$ cat src/rtl/mem_dcache_ctrl.sv
// MEM-stage data-memory access controller.
// Converts a MEM-stage load/store into a DCache request/response handshake, stalls the upstream
// pipeline while the access is outstanding, and extends load data for writeback.
// Optional feature: define MEM_ALIGN_CHECK_EN to flag misaligned half/word accesses on mem_ale
// instead of issuing them.
module mem_dcache_ctrl #(
    parameter int unsigned WORD = 32
) (
    input  logic            clk,
    input  logic            rst,
    input  logic            mem_valid,
    input  logic            mem_we,
    input  logic [1:0]      mem_size,
    input  logic            mem_unsigned,
    input  logic [WORD-1:0] mem_addr,
    input  logic [WORD-1:0] mem_wdata,
    output logic            dc_req,
    output logic            dc_we,
    output logic [WORD-1:0] dc_addr,
    output logic [3:0]      dc_wstrb,
    output logic [WORD-1:0] dc_wdata,
    input  logic            dc_ready,
    input  logic            dc_rvalid,
    input  logic [WORD-1:0] dc_rdata,
    output logic            mem_stall,
    output logic            MEM_WB_flush_from_DCache,
    output logic [WORD-1:0] mem_rdata,
    output logic            mem_ale
);

    typedef enum logic [1:0] {StIdle, StReq, StWait, StDone} state_e;

    state_e          state_q;
    logic            we_q;
    logic [1:0]      size_q;
    logic            uns_q;
    logic [WORD-1:0] addr_q;
    logic [WORD-1:0] wdata_q;
    logic [WORD-1:0] rdata_q;

    logic            idle;
    logic            misaligned;
    logic            issue;
    logic            req;
    logic            sel_we;
    logic [1:0]      sel_size;
    logic [WORD-1:0] sel_addr;
    logic [WORD-1:0] sel_wdata;

    // Byte write strobes for the addressed lane(s).
    function automatic logic [3:0] strb_f(input logic [1:0] size, input logic [1:0] a);
        case (size)
            2'b00:   strb_f = 4'b0001 << a;
            2'b01:   strb_f = a[1] ? 4'b1100 : 4'b0011;
            default: strb_f = 4'hF;
        endcase
    endfunction

    // Store data replicated across lanes so the strobes pick the right copy.
    function automatic logic [31:0] wdata_f(input logic [1:0] size, input logic [31:0] wd);
        case (size)
            2'b00:   wdata_f = {4{wd[7:0]}};
            2'b01:   wdata_f = {2{wd[15:0]}};
            default: wdata_f = wd;
        endcase
    endfunction

    // Lane select plus sign/zero extension of the raw load word.
    function automatic logic [31:0] ext_f(input logic [1:0] size, input logic uns,
                                          input logic [1:0] a, input logic [31:0] raw);
        logic [7:0]  b;
        logic [15:0] h;
        case (a)
            2'd0:    b = raw[7:0];
            2'd1:    b = raw[15:8];
            2'd2:    b = raw[23:16];
            default: b = raw[31:24];
        endcase
        h = a[1] ? raw[31:16] : raw[15:0];
        case (size)
            2'b00:   ext_f = {{24{~uns & b[7]}}, b};
            2'b01:   ext_f = {{16{~uns & h[15]}}, h};
            default: ext_f = raw;
        endcase
    endfunction

    // Alignment check and request-field selection (live inputs in IDLE, latched copy in REQ).
    always_comb begin
        idle = (state_q == StIdle);
`ifdef MEM_ALIGN_CHECK_EN
        case (mem_size)
            2'b00:   misaligned = 1'b0;
            2'b01:   misaligned = mem_addr[0];
            default: misaligned = (mem_addr[1:0] != 2'b00);
        endcase
`else
        misaligned = 1'b0;
`endif
        issue     = idle & mem_valid & ~misaligned;
        req       = issue | (state_q == StReq);
        sel_we    = idle ? mem_we    : we_q;
        sel_size  = idle ? mem_size  : size_q;
        sel_addr  = idle ? mem_addr  : addr_q;
        sel_wdata = idle ? mem_wdata : wdata_q;
    end

    // Output drive; everything is held at zero while rst is high.
    always_comb begin
        dc_req    = ~rst & req;
        dc_we     = ~rst & req & sel_we;
        dc_addr   = (~rst & req) ? {sel_addr[WORD-1:2], 2'b00} : '0;
        dc_wstrb  = (~rst & req & sel_we) ? strb_f(sel_size, sel_addr[1:0]) : 4'h0;
        dc_wdata  = (~rst & req & sel_we) ? wdata_f(sel_size, sel_wdata) : '0;
        mem_stall = ~rst & (issue | (state_q == StReq) | (state_q == StWait));
        mem_ale   = ~rst & idle & mem_valid & misaligned;
        // A misaligned op flushes for one cycle without stalling.
        MEM_WB_flush_from_DCache = mem_stall | mem_ale;
        mem_rdata = rst ? '0 : rdata_q;
    end

    // Request FSM, request latch and load-result register.
    always_ff @(posedge clk) begin
        if (rst) begin
            state_q <= StIdle;
            we_q    <= 1'b0;
            size_q  <= 2'b00;
            uns_q   <= 1'b0;
            addr_q  <= '0;
            wdata_q <= '0;
            rdata_q <= '0;
        end else begin
            case (state_q)
                StIdle: begin
                    if (issue) begin
                        we_q    <= mem_we;
                        size_q  <= mem_size;
                        uns_q   <= mem_unsigned;
                        addr_q  <= mem_addr;
                        wdata_q <= mem_wdata;
                        state_q <= dc_ready ? StWait : StReq;
                    end
                end
                StReq: begin
                    if (dc_ready) state_q <= StWait;
                end
                StWait: begin
                    if (dc_rvalid) begin
                        // Stores complete without touching the load result.
                        if (!we_q) rdata_q <= ext_f(size_q, uns_q, addr_q[1:0], dc_rdata);
                        state_q <= StDone;
                    end
                end
                StDone:  state_q <= StIdle;
                default: state_q <= StIdle;
            endcase
        end
    end

endmodule

$ cat config.mk
export PLATFORM = sky130hd
export DESIGN_NAME = mem_dcache_ctrl
export DESIGN_NICKNAME = d
export VERILOG_FILES = /design/src/rtl/mem_dcache_ctrl.sv
export SDC_FILE = /design/constraint.sdc
export NUM_CORES = 1
export LEC_CHECK = 0
export BUFFER_PORTS_ARGS = -buffer_cell sky130_fd_sc_hd__buf_2
export CAP_MARGIN = 15
export CORE_MARGIN = 1
export CORE_UTILIZATION = 52
export CTS_BUF_LIST = sky130_fd_sc_hd__clkbuf_4
export DETAILED_ROUTE_END_ITERATION = 6
export PLACE_DENSITY = 0.84
export SYNTH_ARGS = -nofsm -noshare
export SYNTH_HDL_FRONTEND = slang
export SYNTH_SLANG_ARGS = --single-unit
$ cat constraint.sdc
create_clock -name clk -period 2.2 [get_ports clk]
set_input_delay 0.11 -clock clk [delete_from_list [all_inputs] [get_ports clk]]
set_output_delay 0.11 -clock clk [all_outputs]
set_load 0.05 [all_outputs]
==> metrics.md <==
| Metric | Value |
|---|---|
| PD cells | around 1200 nW/um^2 |
| Initial core utilization | 0.5446 |
| Fin. max-slew vios | 0 |
| Kind of critical path | flip-flop to primary output |
| Worst vdd ir | roughly 0.78 mV |
| Crit share post-route | 1.201 |
| # nets final | 1124 |
| Die height | 106.7 um |
| Failing checks | setup timing |
| Commonest non-fill, non-tap cell in the layout | nand2_1 |
| Synth Flop Type | dfxtp_1 |
| Gr ovfl total | 0 |
| Startpoint Class | flip-flop |
| Initial DRC count | 703 |
| Flops & latches, synth | between 100 and 150 |
| Library cells used by synthesis | 46 |
| Worst EP arrival | 2530 ps |
| Clock slew at reported path FFs | between 150 and 200 ps |
| Hold Fails Final Rpt | 0 |
| Synth Warn # | 0 |
| Via/cell ratio | around 6.1 |
| Area Growth Syn to Fin | 53.07% |
| Clock Path Buffers | 2 |
| Chip width | roughly 110 um |
| # setup viols final | 57 |
| Largest area contributor in the netlist | dfxtp_1 |
| Cells on worst reg2reg path | 7 |
| Worst Tran Pin Value | 741.7 ps |
| Placer Congestion | roughly 0.96 |
| Post-synthesis sequential area ratio | 0.3584 |
| Worst-Skew Late Latency | ~460 ps |
| Port bufs | 206 |
| Detail Route Antenna Nets | 0 |
| CP endpoint kind | primary output |
| Synth top area share | 0.3584 |
| Outcome | finished with violations |
| Largest fanout on the critical path | 10 |
| Vias in the first global route | about 6500 |
| Final hold slack | between 5 and 6 ps |
| Unrepaired setup endpoints after global routing | true |
| HPWL Detailed | roughly 11000 um |
| Most frequent cells in the layout | nand2_1, buf_2, dfxtp_1 |
| Wire per inst | 20.44 um |
| # IOs | between 200 and 250 |
| First-pass DRT Iterations | 7 |
| Fin Clk Skew | ~18 ps |
| Residual DRC | 0 |
| Share of layout cells above drive strength 1 | 0.3438 |
| CTS tree | yes |
| Fmax | 0.3783 GHz |
| All-Layer GR Usage | 0.3678 |
| Die area | 11380 sq um |
| Critical Path RT | approximately 2100 ps |
| Final wirelength | about 24000 um |
| First-pass GRT wire length | between 30000 and 40000 um |
| CTS sink cnt | just over 100 |
| Leakage | 3.824 nW |
| Synthesized area | between 5000 and 6000 sq um |
| H-tree depth | 3 |
| Slack of the critical path | -443.2 ps |
| Max Cap Violations | 0 |
| Hold crit path type | primary input to flip-flop |
| Pin count of the biggest net entering global routing | 127 |
| Setup TNS | -5093 ps |
| Via count | 7030 |
| Post-Syn Area per Cell | between 7 and 8 sq um |
| Post-synth EDFFs | 0 |
| Main area contributors after synthesis | dfxtp_1, mux2i_1, nand2_1, a21oi_1, nor2_1 |
| Fin crit period | 2643 ps |
| CTS Buf Count | 9 |
| Gate Count Post-Synth | 739 |
| Ys async rst share | 0 |
| Placed cell count | 1041 |
| Std-Cell Rows | 37 |
| Finished Layout Cells | 1159 |
| Worst rel slew slack | 0.5056 |
| Clock root cell | clkbuf_4 |
| Hold depth | 3 |
| Core area | 10460 sq um |
| Initial antenna violation count | 2 |
-- final cells by class --
| type | count | area [sq um] |
|---|---|---|
| fillers | 561 | 1740 |
| well taps | 136 | 170.2 |
| clock buffers | 11 | 82.58 |
| repair buffers | 326 | 2633 |
| diodes | 2 | 5.005 |
| clock inverters | 5 | 58.81 |
| multi-input cells | 540 | 3576 |
| inverters | 37 | 151.4 |
| flip-flops and latches | 102 | 2046 |
-- state kept, by name, summed over array words and instances (netlist names) --
register / cells
addr_q: 32
rdata_q: 32
wdata_q: 32
size_q: 2
state_q: 2
uns_q: 1
we_q: 1
-- layer usage --
layer	GRT usage	share of wire	vias up
li1	-	-	3072
met1	0.4109	0.35	3250
met2	0.6184	0.47	540
met3	0.09848	0.11	168
met4	0.2348	0.073	0
met5	0	0	-
-- cells by family (layout without fill, tap and decap cells) --
group,after synthesis,after routing,share of synthesized area
AO/OA/AOI/OAI,182,184,0.2172
adder cells (fa/ha/maj),3,3,0.006588
buffers and inverters,101,379,0.08103
flip-flops,102,102,0.3584
multiplexers,76,76,0.1368
other,1,5,0.0006581
AND/OR/NAND/NOR,274,274,0.1994
-- report_power, final --
group,switching (W),internal [W],total (W)
registers,0.000217,0.00221,0.00242
clock network,0.000646,0.000375,0.00102
logic,0.00445,0.00258,0.00703
-- per-stage QoR --
step	utilization	power (W)	setup WS [ps]	instance area (sq um)
final	0.8337	0.01048	-443.2	8722
after global routing	0.8337	0.01088	-471.6	8722
after detailed placement	0.6588	0.007690	107.0	6893
after CTS	0.7995	0.009456	-160.2	8364
after global placement	0.6588	0.007627	174.1	6893
after floorplan	-	0.006543	-410.1	5777
-- final timing paths --
| check | startpoint | to | slack [ps] |
|---|---|---|---|
| max | state_q[0]$_SDFFE_PP0P_ | dc_wdata[31] | -440 |
| min | dc_ready | state_q[1]$_SDFFE_PP0P_ | 6 |
| max reg2reg | state_q[0]$_SDFFE_PP0P_ | wdata_q[16]$_SDFFE_PP0P_ | -20 |
| min reg2reg | addr_q[21]$_SDFFE_PP0P_ | addr_q[21]$_SDFFE_PP0P_ | 460 |
-- synth_stat cells (all sizes together), types with 2 or more instances --
master	count
a211oi	17
a21o	4
a21oi	90
a221oi	25
a222oi	2
a22o	9
a22oi	4
a311oi	5
and2	8
buf	38
clkbuf	26
dfxtp	102
ha	3
inv	37
mux2	15
mux2i	61
nand2	159
nand3b	3
nor2	77
nor2b	18
nor3	3
o21ai	18
o31ai	2
or3	2
-- critical path: stages (launching register included) --
cell and delay (ps):
dfxtp_2 370, inv_2 80, ha_4 210, buf_4 150
nor3_4 50, a21oi_4 190, buf_6 190, o21ai_2 100
a221oi_2 490, buf_6 240
-- what timing repair did --
item | 4_1_cts | 5_1_grt
endpoints found under the hold margin | 89 | 0
resized for setup | 126 | 82
gates cloned | 2 | 1
buffers inserted | 4 | 4
pin swaps | 4 | 3
hold buffers | 89 | 0
setup endpoints to repair | 70 | 75
No activity file was read; power rests on OpenSTA's default activity.
